## src/rtl/fifo_write_arbiter.sv

```systemverilog
// Round-robin arbiter sharing the asynchronous FIFO's single write port among
// N_REQ write-domain requesters. Grants are bounded to MAX_BURST beats, a
// stalled owner is released after STALL_TIMEOUT full cycles, and FIFO
// write_error pulses are counted (saturating) for debug.
module fifo_write_arbiter #(
    parameter int N_REQ         = 4,
    parameter int A_SIZE        = 8,
    parameter int MAX_BURST     = 4,
    parameter int STALL_TIMEOUT = 16,
    parameter int ERR_W         = 16
) (
    input  logic                      clk,
    input  logic                      rst,
    input  logic [N_REQ-1:0]          req,
    input  logic [N_REQ*A_SIZE-1:0]   req_data,
    input  logic [N_REQ-1:0]          req_last,
    output logic [N_REQ-1:0]          grant,
    output logic [N_REQ-1:0]          ack,
    input  logic                      w_full,
    input  logic                      write_error,
    output logic                      w_enable,
    output logic [A_SIZE-1:0]         w_data,
    output logic                      busy,
    output logic [ERR_W-1:0]          err_count
);

    localparam int OW = $clog2(N_REQ);
    localparam int BW = $clog2(MAX_BURST + 1);
    localparam int SW = $clog2(STALL_TIMEOUT + 1);

    typedef enum logic [1:0] {
        IDLE  = 2'd0,
        BURST = 2'd1,
        HOLD  = 2'd2
    } state_t;

    state_t           state_q, state_d;
    logic [OW-1:0]    owner_q, owner_d;
    logic [OW-1:0]    rr_ptr_q, rr_ptr_d;
    logic [N_REQ-1:0] grant_q, grant_d;
    logic [BW-1:0]    beat_cnt_q, beat_cnt_d;
    logic [SW-1:0]    stall_cnt_q, stall_cnt_d;
    logic [ERR_W-1:0] err_count_q, err_count_d;

    logic             pickValid;
    logic [OW-1:0]    pickIdx;
    logic             ownerReq;
    logic             ownerLast;
    logic             wEnRaw;
    logic             endBurst;
    logic [BW-1:0]    beatNext;
    logic [OW-1:0]    ownerNext;

    assign ownerReq  = req[owner_q];
    assign ownerLast = req_last[owner_q];
    assign beatNext  = beat_cnt_q + BW'(1);
    assign ownerNext = (owner_q == OW'(N_REQ - 1)) ? '0 : owner_q + OW'(1);

    // Round-robin pick: first requester at or after rr_ptr, wrapping modulo N_REQ.
    // Scanning downward lets the lowest offset from rr_ptr win the last assignment.
    always_comb begin
        pickValid = 1'b0;
        pickIdx   = '0;
        for (int k = N_REQ - 1; k >= 0; k--) begin
            if (req[(int'(rr_ptr_q) + k) % N_REQ]) begin
                pickValid = 1'b1;
                pickIdx   = OW'((int'(rr_ptr_q) + k) % N_REQ);
            end
        end
    end

    // Next-state logic for the grant FSM plus the combinational write handshake.
    always_comb begin
        state_d     = state_q;
        owner_d     = owner_q;
        rr_ptr_d    = rr_ptr_q;
        grant_d     = grant_q;
        beat_cnt_d  = beat_cnt_q;
        stall_cnt_d = stall_cnt_q;
        wEnRaw      = 1'b0;
        endBurst    = 1'b0;

        case (state_q)
            IDLE: begin
                if (pickValid) begin
                    owner_d     = pickIdx;
                    grant_d     = N_REQ'(1) << pickIdx;
                    beat_cnt_d  = '0;
                    stall_cnt_d = '0;
                    state_d     = BURST;
                end
            end
            BURST: begin
                if (!ownerReq) begin
                    endBurst = 1'b1;
                end else if (w_full) begin
                    state_d     = HOLD;
                    stall_cnt_d = SW'(1);
                end else begin
                    wEnRaw     = 1'b1;
                    beat_cnt_d = beatNext;
                    if (ownerLast || (beatNext == BW'(MAX_BURST))) begin
                        endBurst = 1'b1;
                    end
                end
            end
            HOLD: begin
                if (!ownerReq) begin
                    endBurst = 1'b1;
                end else if (!w_full) begin
                    state_d     = BURST;
                    stall_cnt_d = '0;
                end else if (stall_cnt_q == SW'(STALL_TIMEOUT)) begin
                    endBurst = 1'b1;
                end else begin
                    stall_cnt_d = stall_cnt_q + SW'(1);
                end
            end
            default: begin
                state_d = IDLE;
                grant_d = '0;
            end
        endcase

        if (endBurst) begin
            state_d  = IDLE;
            grant_d  = '0;
            rr_ptr_d = ownerNext;
        end
    end

    // Write port and per-requester ack; both held low while reset is asserted.
    always_comb begin
        w_enable     = wEnRaw & ~rst;
        ack          = '0;
        ack[owner_q] = w_enable;
        w_data       = req_data[owner_q*A_SIZE +: A_SIZE];
    end

    // Saturating count of FIFO write_error pulses.
    always_comb begin
        err_count_d = err_count_q;
        if (write_error && (err_count_q != {ERR_W{1'b1}})) begin
            err_count_d = err_count_q + ERR_W'(1);
        end
    end

    // FSM and arbitration state registers with synchronous reset.
    always_ff @(posedge clk) begin
        if (rst) begin
            state_q     <= IDLE;
            owner_q     <= '0;
            rr_ptr_q    <= '0;
            grant_q     <= '0;
            beat_cnt_q  <= '0;
            stall_cnt_q <= '0;
        end else begin
            state_q     <= state_d;
            owner_q     <= owner_d;
            rr_ptr_q    <= rr_ptr_d;
            grant_q     <= grant_d;
            beat_cnt_q  <= beat_cnt_d;
            stall_cnt_q <= stall_cnt_d;
        end
    end

    // Debug error counter register.
    always_ff @(posedge clk) begin
        if (rst) begin
            err_count_q <= '0;
        end else begin
            err_count_q <= err_count_d;
        end
    end

    assign grant     = grant_q;
    assign busy      = (state_q != IDLE);
    assign err_count = err_count_q;

endmodule

```

## config.mk

```make
export PLATFORM = sky130hd
export DESIGN_NAME = fifo_write_arbiter
export DESIGN_NICKNAME = d
export VERILOG_FILES = /design/src/rtl/fifo_write_arbiter.sv
export SDC_FILE = /design/constraint.sdc
export NUM_CORES = 1
export LEC_CHECK = 0
export BUFFER_PORTS_ARGS = -buffer_cell sky130_fd_sc_hd__buf_2
export CORE_AREA = 4 4 72 74
export CTS_CLUSTER_DIAMETER = 100
export DETAILED_ROUTE_END_ITERATION = 6
export DIE_AREA = 0 0 76 78
export PLACE_DENSITY_LB_ADDON = 0.25
export SKIP_LAST_GASP = 1
export SYNTH_ARGS = -nofsm -noshare
export SYNTH_HDL_FRONTEND = slang
export SYNTH_SLANG_ARGS = --single-unit
```

## constraint.sdc

```tcl
create_clock -name clk -period 2.8 [get_ports clk]
set_input_delay 0 -clock clk [delete_from_list [all_inputs] [get_ports clk]]
set_output_delay 0 -clock clk [all_outputs]
set_load 0.005 [all_outputs]
```

==> metrics.yaml <==
global_routing:
  track_usage_pct: 18.7
  grt_pass1_vias: 2150
  overflow: 0
  grt_start_max_net_pins: 32
  antenna_found_initial: 0
  grt_pass1_wl_um: 9370
run_status:
  status: "finished, final reports clean"
setup_path:
  slowest_delay_ns: 0.57
  cp_data_arrival_time_ns: 2.50
  crit_chain: "inv_1, ha_1, nor2_1, nor2_2, a2111oi_4, o211ai_1, a32o_1"
  crit_type: "flip-flop to flip-flop"
  end_kind: "flip-flop"
  crit_fanout: 12
  cp_slowest_cell: "a2111oi_4"
  critPathLaunchType: "flip-flop"
  required_ns: 2.97
clock_tree:
  cts_buffers: 5
  tritoncts: "built"
  cts-hold-fix-buffers: 0
  cts_root_buf: "clkbuf_8"
  cts_setup_buffers: 0
  htreeDepth: 2
  cts_max_path_buffers: 2
  ctsResizeCount: 0
  clk_pin_slew_ns: 0.07
  cts.sinks: 34
  clk_latency_ns: 0.28
sta:
  fin_ws_ns: 0.479
  final-hold-violation-count: 0
  max-slew-margin-rel_pct: 59.2
  max_freq_mhz: 431
  finalClockSkew_ns: 0.00773
  setup_violations: 0
  worst_slew_pin_slew_ns: 0.612
  rsz0062_at_grt: "no"
  hold_ws_ns: 0.0982
  fin_crit_ns: 2.32
  setup_tns_ns: 0
  finalMaxSlewViolations: 0
  post-route-period-util_pct: 82.9
place:
  place_ws_ns: 0.500
  hpwlAfterDp_um: 4200
  gp_congestion: 0.836
  dpl-instance-area_mm2: 0.00263
  io_buffer_count: 77
yosys:
  async_reset_ff_share_pct: 0
  synthFlopType: "dfxtp_1"
  synth_area_per_cell_um2: 8.81
  synth-seq-area-share_pct: 31.0
  synth_enable_flop_cells: 0
  yosysUniqueCellTypes: 47
  syn_inst: 249
  syn_nets: 306
  yosys_warnings: 0
  ys_ff_latch: 34
  synth_area_mm2: 0.00219
power:
  p_switching_mw: 0.547
  combinationalPowerShare_pct: 39.6
  p_leak_nw: 1.16
  seqPwrFrac_pct: 36.4
  p_per_area_mw_per_mm2: 568
  peakVddDrop_uv: 256
  p_sw_share_pct: 35.4
  p_int_mw: 1.00
  p_clk_share_pct: 24.0
layout:
  most-common-layout-cells: "buf_2, dfxtp_1, nor2_1"
  finalInstanceArea_mm2: 0.00272
  layout_commonest_cell: "buf_2"
  nets: 384
  diodes: 0
  final_layout_size_suffix_gt1_share_pct: 29.9
  postLayoutCoreUtil_pct: 59.2
  area_growth_pct: 24.1
die:
  initial_utilization_pct: 47.7
  io_pins: 78
  die_h_um: 78
  die_w_um: 76
  rows: 25
  dieArea_mm2: 0.00593
  core-area_mm2: 0.00460
drt:
  avgViaCountPerCell: 5.62
  ant_nets: 0
  drtIter0Drc: 98
  num_vias: 2148
  drc_errors: 0
  drt-total-wl_um: 5460
  routedWlPerCell_um: 14.3
  dr.pass1.iters: 4
worst_hold_path:
  hp-class: "input port to flip-flop"
run:
  maxCapViolations: 0
## critical path, delay by kind of cell (launching register included)
kind            cells  cell delay, ns
compound gates      3            1.02
flops               1            0.39
simple gates        2            0.39
fa+ha+maj           1            0.32
buf+inv             1            0.09
## per-stage QoR
step | std cells | power [mW]
after CTS | 382 | 1.56
after global placement | 374 | 1.17
final | 382 | 1.55
after floorplan | 249 | 1.01
after detailed placement | 374 | 1.18
after global routing | 382 | 1.66
## registers in the layout, indices dropped and copies added, names as in the netlist
name,flops
err_count,16
grant,4
stall_cnt_q,5
state_q,2
rr_ptr_q,2
beat_cnt_q,3
owner_q,2
## final timing paths
kind	from	to	slack, ns	cells after the start
max reg2reg	state_q[1]	stall_cnt_q[2]	0.48	7
min reg2reg	grant[0]	grant[0]	0.48	2
max	state_q[1]	stall_cnt_q[2]	0.48	7
min	write_error	err_count[2]	0.1	3
## kinds of logic (layout without fill, tap and decap cells)
family	after synthesis	in the layout	synth area share, %
multiplexers	15	15	12.7
AND/OR/NAND/NOR	99	99	23.6
XOR/XNOR	13	13	5.19
flip-flops	34	34	31.0
buffers and inverters	21	100	3.59
AO/OA/AOI/OAI	54	54	16.4
adder cells (fa/ha/maj)	13	13	7.42
## layer usage
layer	share of wire [%]	global-route usage, %	up-vias
met4	1.1	5.87	0
met2	53	33.7	42
met3	3.1	3.60	6
met1	43	22.0	1021
li1	-	-	1079
met5	0	0	-
## synthesized netlist by cell type (2+ instances only)
master	instances	area [um2]
dfxtp_1	34	681
nor2_1	30	113
a21oi_1	24	120
ha_1	13	163
inv_1	13	48.8
nand2_1	13	48.8
mux4_2	9	203
nand3_1	9	45.0
o21ai_0	9	45.0
nand4_1	8	50.1
xnor2_1	8	70.1
clkbuf_1	6	22.5
nor3_1	6	30.0
a211oi_1	5	37.5
and2_1	5	31.3
mux2i_1	5	50.1
xor2_1	5	43.8
and3_1	3	18.8
nand2b_1	3	18.8
nor3b_1	3	22.5
nor4_1	3	18.8
nor4b_1	3	26.3
or3_1	3	18.8
and4_1	2	17.5
buf_1	2	7.51
nand3b_1	2	15.0
o31ai_1	2	15.0
or4_1	2	15.0
## power by group through the flow
stage          Sequential (mW)  Clock [mW]  Combinational [mW]
2_1_floorplan            0.567           0               0.440
3_3_place_gp             0.570           0               0.600
3_5_place_dp             0.574           0               0.609
4_1_cts                  0.564       0.384               0.611
5_1_grt                  0.571       0.414               0.677
6_report                 0.564       0.371               0.613
## final cells by class
class,instances,area (um2)
multi-input combinational,194,1430
sequential,34,681
fill,434,1880
clock buffer,7,86.3
inverter,13,48.8
timing repair buffer,79,400
clock inverter,1,5.00
tap,54,67.6
Power figures use the tool's default switching activity.
